===== src/rtl/energy_seq_if.sv =====
// Bundle between the frame controller / energy datapath and energy_seq.
//   slave  : sequencer side (energy_seq)
//   master : controller + datapath side (drives start/params and eadder_out)
// Signals:
//   start, cont, base_addr, len   frame request and parameters
//   ram_rd, ram_addr              sample RAM read port
//   square_en, eadder_en          datapath enables, aligned to the RAM/square pipeline
//   eadder_new, eadder_sel        first-sample load select for the eadder
//   eadder_out                    eadder registered sum
//   ereg_out                      captured energy result
//   busy, done                    frame status
interface energy_seq_if #(
  parameter int ADDR_W = 8,
  parameter int LEN_W  = 9
);
  logic              start;
  logic              cont;
  logic [ADDR_W-1:0] base_addr;
  logic [LEN_W-1:0]  len;
  logic              ram_rd;
  logic [ADDR_W-1:0] ram_addr;
  logic              square_en;
  logic              eadder_en;
  logic              eadder_new;
  logic              eadder_sel;
  logic [38:0]       eadder_out;
  logic [38:0]       ereg_out;
  logic              busy;
  logic              done;

  modport slave (
    input  start, cont, base_addr, len, eadder_out,
    output ram_rd, ram_addr, square_en, eadder_en, eadder_new, eadder_sel,
    output ereg_out, busy, done
  );

  modport master (
    output start, cont, base_addr, len, eadder_out,
    input  ram_rd, ram_addr, square_en, eadder_en, eadder_new, eadder_sel,
    input  ereg_out, busy, done
  );
endinterface


===== src/rtl/energy_seq.sv =====
// Energy sequencer: on start, reads len samples from sample RAM starting at base_addr and
// issues square/eadder enables aligned with the datapath pipeline, then captures the eadder
// sum into ereg_out and pulses done.
// Ports:
//   clk    system clock, rising edge
//   rst_n  asynchronous active-low reset
//   bus    energy_seq_if.slave (request, RAM read port, datapath enables, result, status)
module energy_seq #(
  parameter int ADDR_W = 8,
  parameter int LEN_W  = 9
) (
  input logic         clk,
  input logic         rst_n,
  energy_seq_if.slave bus
);

  typedef enum logic [1:0] {StIdle, StRead, StDrain, StDone} state_e;

  state_e            state_q, state_d;
  logic [ADDR_W-1:0] base_q, base_d;
  logic [ADDR_W-1:0] idx_q, idx_d;
  logic [ADDR_W-1:0] addr_q, addr_d;
  logic [LEN_W-1:0]  len_q, len_d;
  logic              cont_q, cont_d;
  logic [1:0]        drain_q, drain_d;
  logic [38:0]       ereg_q, ereg_d;
  logic              rd_q, rd_d;
  logic              first_q, first_d;
  logic              busy_q, busy_d;
  logic              done_q, done_d;

  // Delay stages that align enables with the RAM -> square -> eadder pipeline.
  logic              sq_en_q;
  logic              first_p1_q;
  logic              add_en_q;
  logic              add_new_q;
  logic              add_sel_q;

  logic              last_idx;

  assign last_idx = (LEN_W'(idx_q) == len_q - LEN_W'(1));

  always_comb begin
    state_d = state_q;
    base_d  = base_q;
    len_d   = len_q;
    cont_d  = cont_q;
    idx_d   = idx_q;
    addr_d  = addr_q;
    drain_d = drain_q;
    ereg_d  = ereg_q;

    unique case (state_q)
      StIdle: begin
        if (bus.start) begin
          base_d = bus.base_addr;
          len_d  = bus.len;
          cont_d = bus.cont;
          idx_d  = '0;
          addr_d = bus.base_addr;
          if (bus.len == '0) begin
            // Empty frame: skip straight to the capture step so done lands in cycle 2.
            state_d = StDrain;
            drain_d = 2'd2;
          end else begin
            state_d = StRead;
          end
        end
      end
      StRead: begin
        if (last_idx) begin
          state_d = StDrain;
          drain_d = 2'd0;
        end else begin
          idx_d  = idx_q + ADDR_W'(1);
          addr_d = base_q + idx_d;
        end
      end
      StDrain: begin
        // Counter reaches 2 one cycle after the last eadder_en, when eadder_out holds the sum.
        if (drain_q == 2'd2) begin
          state_d = StDone;
          if (len_q == '0) begin
            ereg_d = cont_q ? ereg_q : '0;
          end else begin
            ereg_d = bus.eadder_out;
          end
        end else begin
          drain_d = drain_q + 2'd1;
        end
      end
      StDone: begin
        state_d = StIdle;
      end
      default: begin
        state_d = StIdle;
      end
    endcase

    rd_d    = (state_d == StRead);
    first_d = rd_d && (idx_d == '0);
    busy_d  = (state_d == StRead) || (state_d == StDrain);
    done_d  = (state_d == StDone);
  end

  always_ff @(posedge clk or negedge rst_n) begin
    if (!rst_n) begin
      state_q    <= StIdle;
      base_q     <= '0;
      len_q      <= '0;
      cont_q     <= 1'b0;
      idx_q      <= '0;
      addr_q     <= '0;
      drain_q    <= 2'd0;
      ereg_q     <= '0;
      rd_q       <= 1'b0;
      first_q    <= 1'b0;
      busy_q     <= 1'b0;
      done_q     <= 1'b0;
      sq_en_q    <= 1'b0;
      first_p1_q <= 1'b0;
      add_en_q   <= 1'b0;
      add_new_q  <= 1'b0;
      add_sel_q  <= 1'b0;
    end else begin
      state_q    <= state_d;
      base_q     <= base_d;
      len_q      <= len_d;
      cont_q     <= cont_d;
      idx_q      <= idx_d;
      addr_q     <= addr_d;
      drain_q    <= drain_d;
      ereg_q     <= ereg_d;
      rd_q       <= rd_d;
      first_q    <= first_d;
      busy_q     <= busy_d;
      done_q     <= done_d;
      sq_en_q    <= rd_q;
      first_p1_q <= first_q;
      add_en_q   <= sq_en_q;
      add_new_q  <= first_p1_q & ~cont_q;
      add_sel_q  <= first_p1_q & cont_q;
    end
  end

  assign bus.ram_rd     = rd_q;
  assign bus.ram_addr   = addr_q;
  assign bus.square_en  = sq_en_q;
  assign bus.eadder_en  = add_en_q;
  assign bus.eadder_new = add_new_q;
  assign bus.eadder_sel = add_sel_q;
  assign bus.ereg_out   = ereg_q;
  assign bus.busy       = busy_q;
  assign bus.done       = done_q;

endmodule


===== src/flat_wrapper.sv =====
// flat-port wrapper written by rule: the top's interface ports become plain ports
module energy_seq_flat 
#(
  parameter int ADDR_W = 8,
  parameter int LEN_W  = 9
)
  (clk, rst_n, bus_start, bus_cont, bus_base_addr, bus_len, bus_eadder_out, bus_ram_rd, bus_ram_addr, bus_square_en, bus_eadder_en, bus_eadder_new, bus_eadder_sel, bus_ereg_out, bus_busy, bus_done);
  energy_seq_if #(.ADDR_W(ADDR_W), .LEN_W(LEN_W)) bus_i ();
  input logic clk;
  input logic rst_n;
  input wire logic [$bits(bus_i.start)-1:0] bus_start;
  input wire logic [$bits(bus_i.cont)-1:0] bus_cont;
  input wire logic [$bits(bus_i.base_addr)-1:0] bus_base_addr;
  input wire logic [$bits(bus_i.len)-1:0] bus_len;
  input wire logic [$bits(bus_i.eadder_out)-1:0] bus_eadder_out;
  output wire logic [$bits(bus_i.ram_rd)-1:0] bus_ram_rd;
  output wire logic [$bits(bus_i.ram_addr)-1:0] bus_ram_addr;
  output wire logic [$bits(bus_i.square_en)-1:0] bus_square_en;
  output wire logic [$bits(bus_i.eadder_en)-1:0] bus_eadder_en;
  output wire logic [$bits(bus_i.eadder_new)-1:0] bus_eadder_new;
  output wire logic [$bits(bus_i.eadder_sel)-1:0] bus_eadder_sel;
  output wire logic [$bits(bus_i.ereg_out)-1:0] bus_ereg_out;
  output wire logic [$bits(bus_i.busy)-1:0] bus_busy;
  output wire logic [$bits(bus_i.done)-1:0] bus_done;
  assign bus_i.start = bus_start;
  assign bus_i.cont = bus_cont;
  assign bus_i.base_addr = bus_base_addr;
  assign bus_i.len = bus_len;
  assign bus_i.eadder_out = bus_eadder_out;
  assign bus_ram_rd = bus_i.ram_rd;
  assign bus_ram_addr = bus_i.ram_addr;
  assign bus_square_en = bus_i.square_en;
  assign bus_eadder_en = bus_i.eadder_en;
  assign bus_eadder_new = bus_i.eadder_new;
  assign bus_eadder_sel = bus_i.eadder_sel;
  assign bus_ereg_out = bus_i.ereg_out;
  assign bus_busy = bus_i.busy;
  assign bus_done = bus_i.done;
  energy_seq #(.ADDR_W(ADDR_W), .LEN_W(LEN_W)) u_core (.clk(clk), .rst_n(rst_n), .bus(bus_i));
endmodule

===== config.mk =====
export PLATFORM = sky130hd
export DESIGN_NAME = energy_seq_flat
export DESIGN_NICKNAME = d
export VERILOG_FILES = /design/src/rtl/energy_seq_if.sv /design/src/rtl/energy_seq.sv /design/src/flat_wrapper.sv
export SDC_FILE = /design/constraint.sdc
export NUM_CORES = 1
export LEC_CHECK = 0
export ABC_CLOCK_PERIOD_IN_PS = 5470
export BUFFER_PORTS_ARGS = -buffer_cell sky130_fd_sc_hd__buf_2
export CORE_MARGIN = 3
export CORE_UTILIZATION = 45
export DETAILED_ROUTE_END_ITERATION = 8
export GPL_TIMING_DRIVEN = 0
export PLACE_DENSITY = 0.76
export SKIP_LAST_GASP = 1
export SLEW_MARGIN = 20
export SYNTH_ARGS = -nofsm -noshare
export SYNTH_HDL_FRONTEND = slang
export SYNTH_SLANG_ARGS = --single-unit

===== constraint.sdc =====
create_clock -name clk -period 5.47 [get_ports clk]
set_clock_uncertainty 0.15 [all_clocks]
set_input_delay 0.547 -clock clk [delete_from_list [all_inputs] [get_ports clk]]
set_output_delay 0.547 -clock clk [all_outputs]
set_load 0.005 [all_outputs]

-- Yosys cells after proc, flatten, opt, wreduce, memory -nomap -nowiden
Cells that the tools add are included.
- output and inout bits: 54
- register bits: 86
- eq/ne operators: 14
- reductions and logical operators: 12
- bitwise operators: 3
- add/subtract/negate cells: 4
- mux-type cells: 18
- operator list (cell ; number):
    $mux W39 ; 2
    $mux W8 ; 4
    $pmux W8 S2 ; 2
    $logic_not A9 Y1 ; 2
    $mux W2 ; 8
    $eq A2 B2 Y1 const B ; 5
    $eq A8 B9 Y1 ; 1
    $sub A9 B1 Y9 const B ; 1
    $add A8 B1 Y8 const B ; 1
    $add A8 B8 Y8 ; 1
    $logic_not A8 Y1 ; 1
    $ne A2 B2 Y1 const B ; 4
    $pmux W2 S4 ; 1
    $pmux W2 S3 ; 1
    $reduce_and A3 Y1 ; 2
    $reduce_and A5 Y1 ; 1
    $eq A2 B1 Y1 const B ; 2
    $ne A2 B1 Y1 const B ; 2
    $reduce_bool A3 Y1 ; 1
    $add A2 B1 Y2 const B ; 1
    $and A1 B1 Y1 ; 2
    $logic_not A2 Y1 ; 1
    $reduce_and A2 Y1 ; 1
    $reduce_bool A2 Y1 ; 1
    3 further kinds ; 3

-- Depth between registers and ports, before layout
- word-level depth: 6
- mapped depth: 13

-- Least setup slack after synthesis
Ideal clock, no wire load.
- path type: register -> register
- from: register u_core.len_q[0]
- to: register u_core.first_q
- arrival time: 2886 ps
- required time: 5188 ps
- stages on the path, launching flop included: 14
- clock period less this slack: 3168 ps
- slack: 2302 ps
- cell sequence: dfrtp_1 > inv_1 > ha_1 > nor3b_2 > mux2i_1 > or3_4 > a2111oi_4 > nand2_1 > a21oi_1 > nor2_1 > or3_1 > ha_1 > o21ai_0 > nor4_2
- cells in the longest elaborated chain, start to end: 6
- elaborated cells on any way between the ends: 9
- RTL lines (element ; RTL line ; RTL):
    start, declared ; energy_seq.sv:23 ; logic [LEN_W-1:0] len_q, len_d;
    start signal, assigned ; energy_seq.sv:128 ; len_q <= len_d;
    $sub A9 B1 Y9 ; energy_seq.sv:41 ; assign last_idx = (LEN_W'(idx_q) == len_q - LEN_W'(1));
    $eq A8 B9 Y1 ; energy_seq.sv:41 ;
    $mux W2 ; energy_seq.sv:71 ; if (last_idx) begin
    $pmux W2 S4 ; energy_seq.sv:53 ; unique case (state_q)
    $eq A2 B1 Y1 ; energy_seq.sv:100 ; rd_d = (state_d == StRead);
    named net u_core.rd_d ; energy_seq.sv:27 ; logic rd_q, rd_d;
    $logic_and A1 B1 Y1 ; energy_seq.sv:101 ; first_d = rd_d && (idx_d == '0);
    named net u_core.first_d ; energy_seq.sv:28 ; logic first_q, first_d;
    end signal, assigned ; energy_seq.sv:135 ; first_q <= first_d;
    end, declared ; energy_seq.sv:28 ;
The timed path passes the listed nets, and every way through them passes these cells.
A chain may end at the register's enable or synchronous reset.

-- Worst setup path after layout
Ends and elaborated chain as after synthesis.

==> impl_metrics.py <==
metrics = {
    "setup_path": {
        "r2r_end": "u_core.first_q",
        "worst-setup-path-type": "reg -> reg",
        "start_kind": "flop",
        "worstSetupEndpointType": "flop",
        "required_ps": 5560,
        "path_max_fanout": 7,
        "r2r-start": "u_core.len_q[0]",
        "r2r_cells": 13,
        "ff2ff_setup_slack_ps": 1840,
        "crit_arrival_ps": 3720,
        "cp-startpoint": "u_core.len_q[0]",
    },
    "power": {
        "p_comb_share_pct": 49.8,
        "p_leak_uw": 0.002506,
        "p_seq_share_pct": 36.0,
        "power_frac_clock_pct": 14.2,
        "intPower_uw": 1890,
        "powerDensity_nw_per_um2": 615.0,
        "switching_share_pct": 40.59,
        "vdd_drop_max_mv": 0.2591,
        "switching_power_uw": 1291,
    },
    "global_route": {
        "grt_antenna_before_repair": 0,
        "grt_max_degree": 47,
        "grt_pass1_wl_um": 15890,
        "grtUsageMet1_pct": 25.30,
        "grt_pass1_vias": 3385,
        "gr-usage-all-layers_pct": 19.18,
        "grt-ovfl-total": 0,
        "grt_use_met3_pct": 4.330,
        "gr-usage-met2_pct": 30.78,
        "grt-busiest-layer": "met2",
    },
    "cts": {
        "clk_pin_slew_ps": 100,
        "clock_sinks": 86,
        "post_cts_resize_count": 0,
        "cts_hold_buf": 0,
        "postCtsSetupRepairBufs": 0,
        "cts_tree": "built",
        "cts_root_buffer": "clkbuf_8",
        "cts_max_level": 3,
        "clkLatencyLatePin_ps": 380,
        "clock_path_buffers": 2,
        "cts_made_buffers": 9,
    },
    "synth": {
        "synth.most_common_cell": "dfrtp_1",
        "yosysTopAreaCell": "dfrtp_1",
        "synth-seq-cells": 86,
        "netlist_top_cells_area": "dfrtp_1, a22o_1, mux2_2",
        "synth-edff-count": 0,
        "synth.top_cells.by_count": "dfrtp_1, a22o_1, a21oi_1",
        "ys.flop_type": "dfrtp_1",
        "synthArstFlopShare_pct": 100.0,
        "avgSynthCellArea_um2": 12.07,
        "synth_cell_types": 54,
        "netlist_area_um2": 4238,
        "synth_top_area_share_pct": 50.78,
        "synth-seq-area-share_pct": 50.78,
        "ys_warn_count": 0,
        "synth_nets": 428,
        "synthCells": 351,
    },
    "placement": {
        "dp_slack_ps": 1878,
        "place_area_um2": 4969,
        "portBuffers": 113,
        "dpl.hpwl_um": 7460,
        "gp_congestion": 0.8728,
        "post-place-cells": 573,
    },
    "floorplan": {
        "rows": 34,
        "num_io_pins": 114,
        "die_w_um": 103.0,
        "start_util_pct": 47.44,
        "die_area_um2": 10620,
        "coreArea_um2": 8934,
        "die_y_um": 103.0,
    },
    "sta": {
        "setup_tns_ps": 0,
        "hold_viol_final": 0,
        "fin_crit_sh_pct": 66.43,
        "slew-limit-headroom_pct": 51.20,
        "setup_viol": 0,
        "finalCriticalPeriod_ps": 3634,
        "rsz0062_at_grt": "no",
        "timing.hold.ws_ps": 4.168,
        "tightest_slew_ps": 732.0,
        "slew_violations": 0,
        "finalWorstSetupSlack_ps": 1836,
        "fmax_ghz": 0.2752,
    },
    "routing": {
        "dr.first_iter.drc_count": 232,
        "wl_um": 9951,
        "wl_per_cell_um": 16.89,
        "ant_nets": 0,
        "drc": 0,
        "first_pass_iters": 4,
        "via_count": 3250,
        "via_per_inst": 5.518,
    },
    "finish": {
        "antennaDiodeCount": 0,
        "syn_to_final_growth_pct": 22.03,
        "drive_above_1_share_pct": 35.14,
        "nFillCells": 754,
        "fin_area_um2": 5171,
        "fin_cells": 589,
        "fin_nets": 553,
    },
    "outcome": {
        "outcome": "completed",
    },
    "min_path": {
        "worstHoldPathType": "in -> async",
    },
    "run": {
        "drv_cap": 0,
    },
}
## how the worst max path moves through the flow
stage / endpoint / slack [ps] / cells past startpoint
floorplan: u_core.first_q / 2300 / 13
global route: u_core.first_q / 1600 / 13
global placement: u_core.first_q / 1940 / 13
CTS: u_core.first_q / 1850 / 13
finish: u_core.first_q / 1840 / 13
detailed placement: u_core.first_q / 1880 / 13
## worst max-delay path, stage by stage (launching register included)
cell and delay [ps]:
dfrtp_1 440, inv_1 80, ha_1 230, nor3b_2 350
mux2i_1 120, or3_4 390, a2111oi_4 520, nand2_1 250
a21oi_1 210, nor2_1 70, or3_1 310, ha_1 210
o21ai_0 100, nor4_2 80
## stage by stage
step / power (µW) / util, %
3_3_place_gp: 2675 / 55.28
3_5_place_dp: 2740 / 55.62
6_report: 3180 / 57.89
2_1_floorplan: 2233 / -
5_1_grt: 3446 / 57.89
4_1_cts: 3203 / 57.89
## final cells by class
| cell class | instances | area (µm²) | area share, % |
|---|---|---|---|
| timing repair buffer | 114 | 595.6 | 11.52 |
| sequential | 86 | 2152 | 41.62 |
| clock buffer | 9 | 123.9 | 2.395 |
| clock inverter | 7 | 78.83 | 1.524 |
| tap | 108 | 135.1 | 2.613 |
| buffer | 17 | 93.84 | 1.815 |
| multi-input combinational | 234 | 1939 | 37.50 |
| inverter | 14 | 52.55 | 1.016 |
## layout by cell type, fill, tap and decap left out, drive strengths merged, types with 2 or more instances in the layout
cell,n
mux2,20
o2111ai,2
o221a,2
o21bai,2
and3,5
o211ai,5
xor2,11
buf,117
a21oi,21
xnor2,15
and2,3
a22o,40
clkinv,4
clkbuf,22
mux2i,9
nor2b,2
nand2,14
a31oi,3
a21o,3
nand4,3
o21ai,10
dfrtp,86
nor4b,2
inv,17
ha,16
nor4,2
or4,2
or3,3
nor2,18
nor3,4
a21boi,3
a2111o,3
## power groups by stage
stage / combinational [µW] / clock, µW / sequential, µW
after floorplan: 1100 / 0 / 1130
after global placement: 1540 / 0 / 1140
after detailed placement: 1590 / 0 / 1160
after CTS: 1600 / 461 / 1150
after global routing: 1770 / 491 / 1190
final: 1580 / 452 / 1150
## sequential cells by signal, indices dropped and copies added, names as in the netlist
signal                 flops
u_core.cont_q              1
u_core.first_p1_q          1
u_core.bus.eadder_en       1
u_core.idx_q               8
u_core.bus.done            1
u_core.base_q              8
u_core.drain_q             2
u_core.state_q             2
u_core.bus.eadder_new      1
u_core.bus.eadder_sel      1
u_core.first_q             1
u_core.bus.square_en       1
u_core.bus.ereg_out       39
u_core.bus.ram_addr        8
u_core.len_q               9
u_core.bus.ram_rd          1
u_core.bus.busy            1
## metal layers
layer | share of wire, % | up-vias | wire length [µm]
met5 | 0 | - | 0
met4 | 2.2 | 0 | 215
met3 | 5.2 | 15 | 513
met2 | 49 | 96 | 4913
met1 | 43 | 1602 | 4309
li1 | - | 1537 | -
## kinds of logic (layout without fill, tap and decap cells)
group	Yosys count	after routing	share of synthesized area, %
AO/OA/AOI/OAI	99	99	19.37
flip-flops	86	86	50.78
AND/OR/NAND/NOR	63	63	8.385
buffers and inverters	31	161	3.454
multiplexers	29	29	7.440
XOR/XNOR	26	26	5.374
adder cells (fa/ha/maj)	17	17	5.196
Power figures use the tool's default switching activity.
